<file path="src/rtl/arb_pkg.sv">
// Shared definitions for the four-way round-robin arbiter.
package arb_pkg;

  localparam int NREQ = 4;

  typedef enum logic {
    IDLE = 1'b0,
    OWN  = 1'b1
  } state_t;

  // Priority starts at requester 0 out of reset.
  localparam logic [NREQ-1:0] PTR_RESET = 4'b0001;

  // One step of the priority ring: requester k hands priority to k+1 (mod 4).
  function automatic logic [NREQ-1:0] rotl1(input logic [NREQ-1:0] v);
    return {v[NREQ-2:0], v[NREQ-1]};
  endfunction

endpackage

</file>
<file path="src/rtl/rr_pick4.sv">
// Combinational round-robin pick: rotate the request vector so the pointer
// position sits at bit 0, take the lowest set bit, then rotate back.
module rr_pick4
  import arb_pkg::*;
(
  input  logic [NREQ-1:0] req,
  input  logic [NREQ-1:0] ptr,
  output logic [NREQ-1:0] pick,
  output logic            any
);

  logic [1:0]        idx;
  logic [2*NREQ-1:0] rot_dbl;
  logic [NREQ-1:0]   rot;
  logic [NREQ-1:0]   first;
  logic [2*NREQ-1:0] back_dbl;

  // Rotate, priority-encode, rotate back.
  // NOTE: every signal written in an always_comb gets a default first, so no
  // path through the block can leave it unassigned and infer a latch.
  always_comb begin
    idx = '0;
    for (int i = 0; i < NREQ; i++) begin
      if (ptr[i]) idx = 2'(i);
    end

    rot_dbl = {req, req} >> idx;
    rot     = rot_dbl[NREQ-1:0];

    first = '0;
    for (int i = 0; i < NREQ; i++) begin
      if (rot[i] && (first == '0)) first[i] = 1'b1;
    end

    back_dbl = {first, first} << idx;
    pick     = back_dbl[2*NREQ-1:NREQ];
    any      = |req;
  end

endmodule

</file>
<file path="src/rtl/rr_arbiter4.sv">
// Four-way round-robin arbiter with one-hot registered grant, release on
// done or request drop, and an optional hold timeout.
module rr_arbiter4
  import arb_pkg::*;
#(
  parameter int MAX_HOLD = 15,
  parameter int CW       = (MAX_HOLD < 1) ? 1 : $clog2(MAX_HOLD + 1)
) (
  input  logic            clk,
  input  logic            reset,
  input  logic [NREQ-1:0] req,
  input  logic            done,
  output logic [NREQ-1:0] grant,
  output logic            busy,
  output logic            timeout
);

  localparam bit            HOLD_EN   = (MAX_HOLD != 0);
  localparam logic [CW-1:0] HOLD_LAST = (MAX_HOLD == 0) ? '0 : CW'(MAX_HOLD - 1);

  state_t          state, state_next;
  logic [NREQ-1:0] ptr, ptr_next;
  logic [CW-1:0]   hold_cnt, cnt_next;
  logic [NREQ-1:0] grant_next;
  logic            timeout_next;

  logic            rel;
  logic            expire;
  logic            end_grant;
  logic [NREQ-1:0] pick_req;
  logic [NREQ-1:0] pick_ptr;
  logic [NREQ-1:0] pick;
  logic            any;

  // Single picker serves both the idle search and the handover search.
  rr_pick4 u_pick (
    .req  (pick_req),
    .ptr  (pick_ptr),
    .pick (pick),
    .any  (any)
  );

  // State register plus all registered outputs; reset wins over everything.
  // NOTE: sequential state uses non-blocking assignments so every register
  // samples the pre-edge values regardless of statement order.
  always_ff @(posedge clk) begin
    if (reset) begin
      state    <= IDLE;
      ptr      <= PTR_RESET;
      hold_cnt <= '0;
      grant    <= '0;
      busy     <= 1'b0;
      timeout  <= 1'b0;
    end else begin
      state    <= state_next;
      ptr      <= ptr_next;
      hold_cnt <= cnt_next;
      grant    <= grant_next;
      busy     <= |grant_next;
      timeout  <= timeout_next;
    end
  end

  // Handover decision: release, expiry, and what the picker searches.
  // After a release the owner is masked out; after a timeout it stays
  // eligible but sits last in rotation, so a sole requester is re-granted.
  always_comb begin
    rel       = done | ~|(req & grant);
    expire    = 1'b0;
    end_grant = 1'b0;
    pick_req  = req;
    pick_ptr  = ptr;
    if (state == OWN) begin
      expire    = HOLD_EN && (hold_cnt == HOLD_LAST) && !rel;
      end_grant = rel | expire;
      pick_ptr  = rotl1(grant);
      if (rel) pick_req = req & ~grant;
    end
  end

  // Next-state logic for IDLE / OWN.
  always_comb begin
    state_next = state;
    case (state)
      IDLE:    state_next = any ? OWN : IDLE;
      OWN:     if (end_grant) state_next = any ? OWN : IDLE;
      default: state_next = IDLE;
    endcase
  end

  // Next values of grant, pointer, hold counter and timeout pulse.
  always_comb begin
    grant_next   = grant;
    ptr_next     = ptr;
    cnt_next     = hold_cnt;
    timeout_next = 1'b0;
    case (state)
      IDLE: begin
        grant_next = pick;
        cnt_next   = '0;
      end
      OWN: begin
        if (end_grant) begin
          grant_next   = pick;
          ptr_next     = rotl1(grant);
          cnt_next     = '0;
          timeout_next = expire;
        end else begin
          cnt_next = hold_cnt + CW'(1);
        end
      end
      default: grant_next = '0;
    endcase
  end

endmodule

</file>
<file path="config.mk">
export PLATFORM = sky130hd
export DESIGN_NAME = rr_arbiter4
export DESIGN_NICKNAME = d
export VERILOG_FILES = /design/src/rtl/arb_pkg.sv /design/src/rtl/rr_pick4.sv /design/src/rtl/rr_arbiter4.sv
export SDC_FILE = /design/constraint.sdc
export NUM_CORES = 1
export LEC_CHECK = 0
export ABC_AREA = 1
export CORE_MARGIN = 2
export CORE_UTILIZATION = 35
export DETAILED_ROUTE_END_ITERATION = 7
export DONT_BUFFER_PORTS = 1
export RECOVER_POWER = 50
export SETUP_SLACK_MARGIN = 0.02
export SYNTH_ARGS = -nofsm -noshare
export SYNTH_HDL_FRONTEND = slang
export SYNTH_SLANG_ARGS = --single-unit
</file>
<file path="constraint.sdc">
create_clock -name clk -period 2 [get_ports clk]
set_input_delay 0.4 -clock clk [delete_from_list [all_inputs] [get_ports clk]]
set_output_delay 0.4 -clock clk [all_outputs]
set_load 0.05 [all_outputs]
</file>
==> results.tsv <==
stage	metric	value	unit
drt	wl_per_cell	11.33	um
global_route	grt_pass1_wl	3974	um
finish	synthToLayoutAreaGrowth	10.05	%
logic_synthesis	synthSimpleGateAreaFrac	0.4618	
logic_synthesis	syn_avg_cell_area	6.345	sq um
placed_design	hpwl	1746	um
sta	drv_slew	0	
setup_path	cp-start-kind	register	
setup_path	rr_endpoint	grant[1]	
cts	cts.sinks	14	
cts	clk_pin_slew	0.08	ns
setup_path	endpoint	grant[1]	
finish	n_fill_cell	317	
global_route	grt_antenna_before_repair	0	
logic_synthesis	synth_cells	155	
placed_design	portBuffers	0	
logic_synthesis	synth_top_family_by_area	simple AND/OR/NAND/NOR gates	
sta	hold_viol_final	0	
finish	fin_util	0.3994	
pwr	powerDensity	1236	mW/mm^2
floorplanning	initial_utilization	0.3629	
logic_synthesis	synth_fa_ha_area_frac	0.02545	
placed_design	dp.cells	190	
logic_synthesis	yosysMostFrequentCell	nand2_1	
global_route	grt_max_degree	11	
floorplanning	rows	19	
sta	fin_crit_sh	0.8927	
floorplanning	die_y	57.01	um
finish	drive_gt1_frac	0.1902	
logic_synthesis	synth_mux_area_frac	0	
floorplanning	pin_count	13	
logic_synthesis	ys_seq_area_frac	0.2850	
setup_path	rr_startpoint	grant[1]	
drt	route.vias.total	952	
sta	fmax	0.5601	GHz
cts	clock_latency	0.27	ns
sta	fin_setup_tns	0	ns
logic_synthesis	synth_edf_count	0	
logic_synthesis	synthXorXnorAreaFrac	0.01781	
logic_synthesis	synth_compound_area_frac	0.1209	
pwr	power	1.338	mW
flow_run	max_cap_viol_count	0	
cts	holdBufCountCts	0	
sta	tightest_slew	0.6868	ns
logic_synthesis	yosys-top-cells-count	45 x nand2_1, 16 x nand3_1, 15 x a21oi_1	
sta	period_minus_slack	1.785	ns
global_route	grt_overflow_total	0	
drt	drcViolationCount	0	
logic_synthesis	synth.ff_latch_count	14	
logic_synthesis	yosysWarnings	0	
setup_path	critPathRequiredTime	2.20	ns
drt	via_per_inst	4.907	
logic_synthesis	async_flop_share	0	
logic_synthesis	synth_ff_type	dfxtp_1	
floorplanning	fp.dieW	57.01	um
logic_synthesis	synth_nets	164	
drt	firstDrtPassIters	4	
setup_path	worstSetupStartpoint	grant[1]	
cts	htreeDepth	1	
global_route	grt_usage	0.1508	
setup_path	crit_fanout	8	
logic_synthesis	yosysUniqueCellTypes	21	
cts	cts_buffer_depth	2	
setup_path	reg2reg_slack	0.21	ns
sta	clock_skew	0.001801	ns
logic_synthesis	synth_largest_area_cell	dfxtp_1	
sta	rsz0062_at_grt	false	
logic_synthesis	synth_top_cell_area_share	0.2850	
logic_synthesis	ys_top_cells_by_area	dfxtp_1 28%, nand2_1 17%, nand3_1 8.1%, a21oi_1 7.6%, nand2_2 6.4%	
floorplanning	core_area	0.002710	sq mm
drt	drtAntennaViolNets	0	
sta	finalSetupViolCount	0	
cts	root_buffer	clkbuf_4	
placed_design	gp_congestion	0.8545	
logic_synthesis	synth_area	983.4	sq um
setup_path	endpoint_kind	register	
cts	cts_tree	yes	
setup_path	path_class	register to register	
min_path	hold_path.class	primary input to register	
drt	first_iter_violations	32	
pwr	ir_drop	0.7182	mV
setup_path	ff2ff_path_depth	12	
status	status	complete, no violations	
finish	antenna_cells	0	
cts	numCtsBuffers	3	
global_route	grt_pass1_vias	926	
pwr	p_leak	0.5118	nW
setup_path	worstPathArrival	1.99	ns
finish	final_nets	173	
finish	multi_input_area	623.1	sq um
cts	post_cts_resized	0	
cts	post-cts-setup-buffers	0	
drt	drt-total-wl	2198	um
finish	fin_cells	194	
floorplanning	die_area	0.003250	sq mm
finish	regArea	281.5	sq um
sta	relSlewSlack	0.5421	
-- placed cells by master, fill, tap and decap left out, types with 2 or more instances in the layout --
master / synthesis / final
nand2_2: 10 / 10
clkbuf_1: 0 / 4
inv_2: 4 / 4
a21oi_1: 15 / 15
nand2_1: 45 / 45
inv_4: 2 / 2
nor4_1: 2 / 2
nor2_1: 13 / 13
inv_1: 13 / 13
clkbuf_4: 0 / 3
nand3_1: 16 / 16
o21ai_0: 6 / 6
ha_1: 2 / 2
nand2_4: 3 / 3
dfxtp_1: 14 / 13
nand3_2: 3 / 3
-- final cells by class --
cell class | count | area share
multi-input cells | 121 | 0.5757
inverters | 19 | 0.07052
repair buffers | 5 | 0.02428
well taps | 31 | 0.03584
clock buffers | 4 | 0.03353
flip-flops and latches | 14 | 0.2601
-- metrics by stage --
step | area [sq um] | hold slack (ns) | setup slack [ns]
2_1_floorplan | 983.4 | 0.4297 | 0.1419
3_3_place_gp | 1049 | 0.4474 | 0.2248
3_5_place_dp | 1049 | 0.4559 | 0.1848
4_1_cts | 1085 | 0.1761 | 0.1621
5_1_grt | 1082 | 0.1530 | 0.03434
6_report | 1082 | 0.1799 | 0.2147
-- worst max-delay path, cell delays in order, from the launching register on --
cell and delay [ns]:
dfxtp_1 0.46, nand2_1 0.10, inv_2 0.08, nor2_4 0.05, nand2_4 0.10, nand2_4 0.09, nand2_2 0.09, nand3_1 0.09
nand2_2 0.12, nand2_2 0.07, o21ai_1 0.18, nand3_1 0.10, a21oi_1 0.17
-- worst min-delay path by stage --
stage                        to  cells after the start  slack, ns   startpoint
floorplan           hold_cnt[0]                      1       0.43  hold_cnt[0]
global placement    hold_cnt[0]                      1       0.45  hold_cnt[0]
detailed placement  hold_cnt[0]                      1       0.46  hold_cnt[0]
CTS                      ptr[3]                      1       0.18        reset
global route              state                      1       0.15        reset
finish                    state                      1       0.18        reset
-- state kept, by name, summed over array words and instances (netlist names) --
register / flops
timeout: 1
state: 1
ptr: 3
grant: 4
busy: 1
hold_cnt: 4
-- cells by family after synthesis --
| family | after synthesis |
|---|---|
| XOR/XNOR | 2 |
| AO/OA/AOI/OAI | 23 |
| adder cells (fa/ha/maj) | 2 |
| AND/OR/NAND/NOR | 94 |
| buffers and inverters | 20 |
| flip-flops | 14 |
-- layer usage --
layer	vias to the layer above	wire [um]	track usage
met5	-	0	0
li1	510	-	-
met1	421	1014	0.1944
met3	2	108	0.02948
met4	0	16	0.05648
met2	19	1058	0.2496
-- power breakdown --
group	leakage, nW	total (mW)	internal (mW)	switching (mW)
clock network	0.0210	0.197	0.111	0.0860
registers	0.115	0.371	0.321	0.0502
logic	0.376	0.770	0.235	0.535
total	0.512	1.34	0.666	0.671
Note: power is estimated with default switching activity, not from simulation.
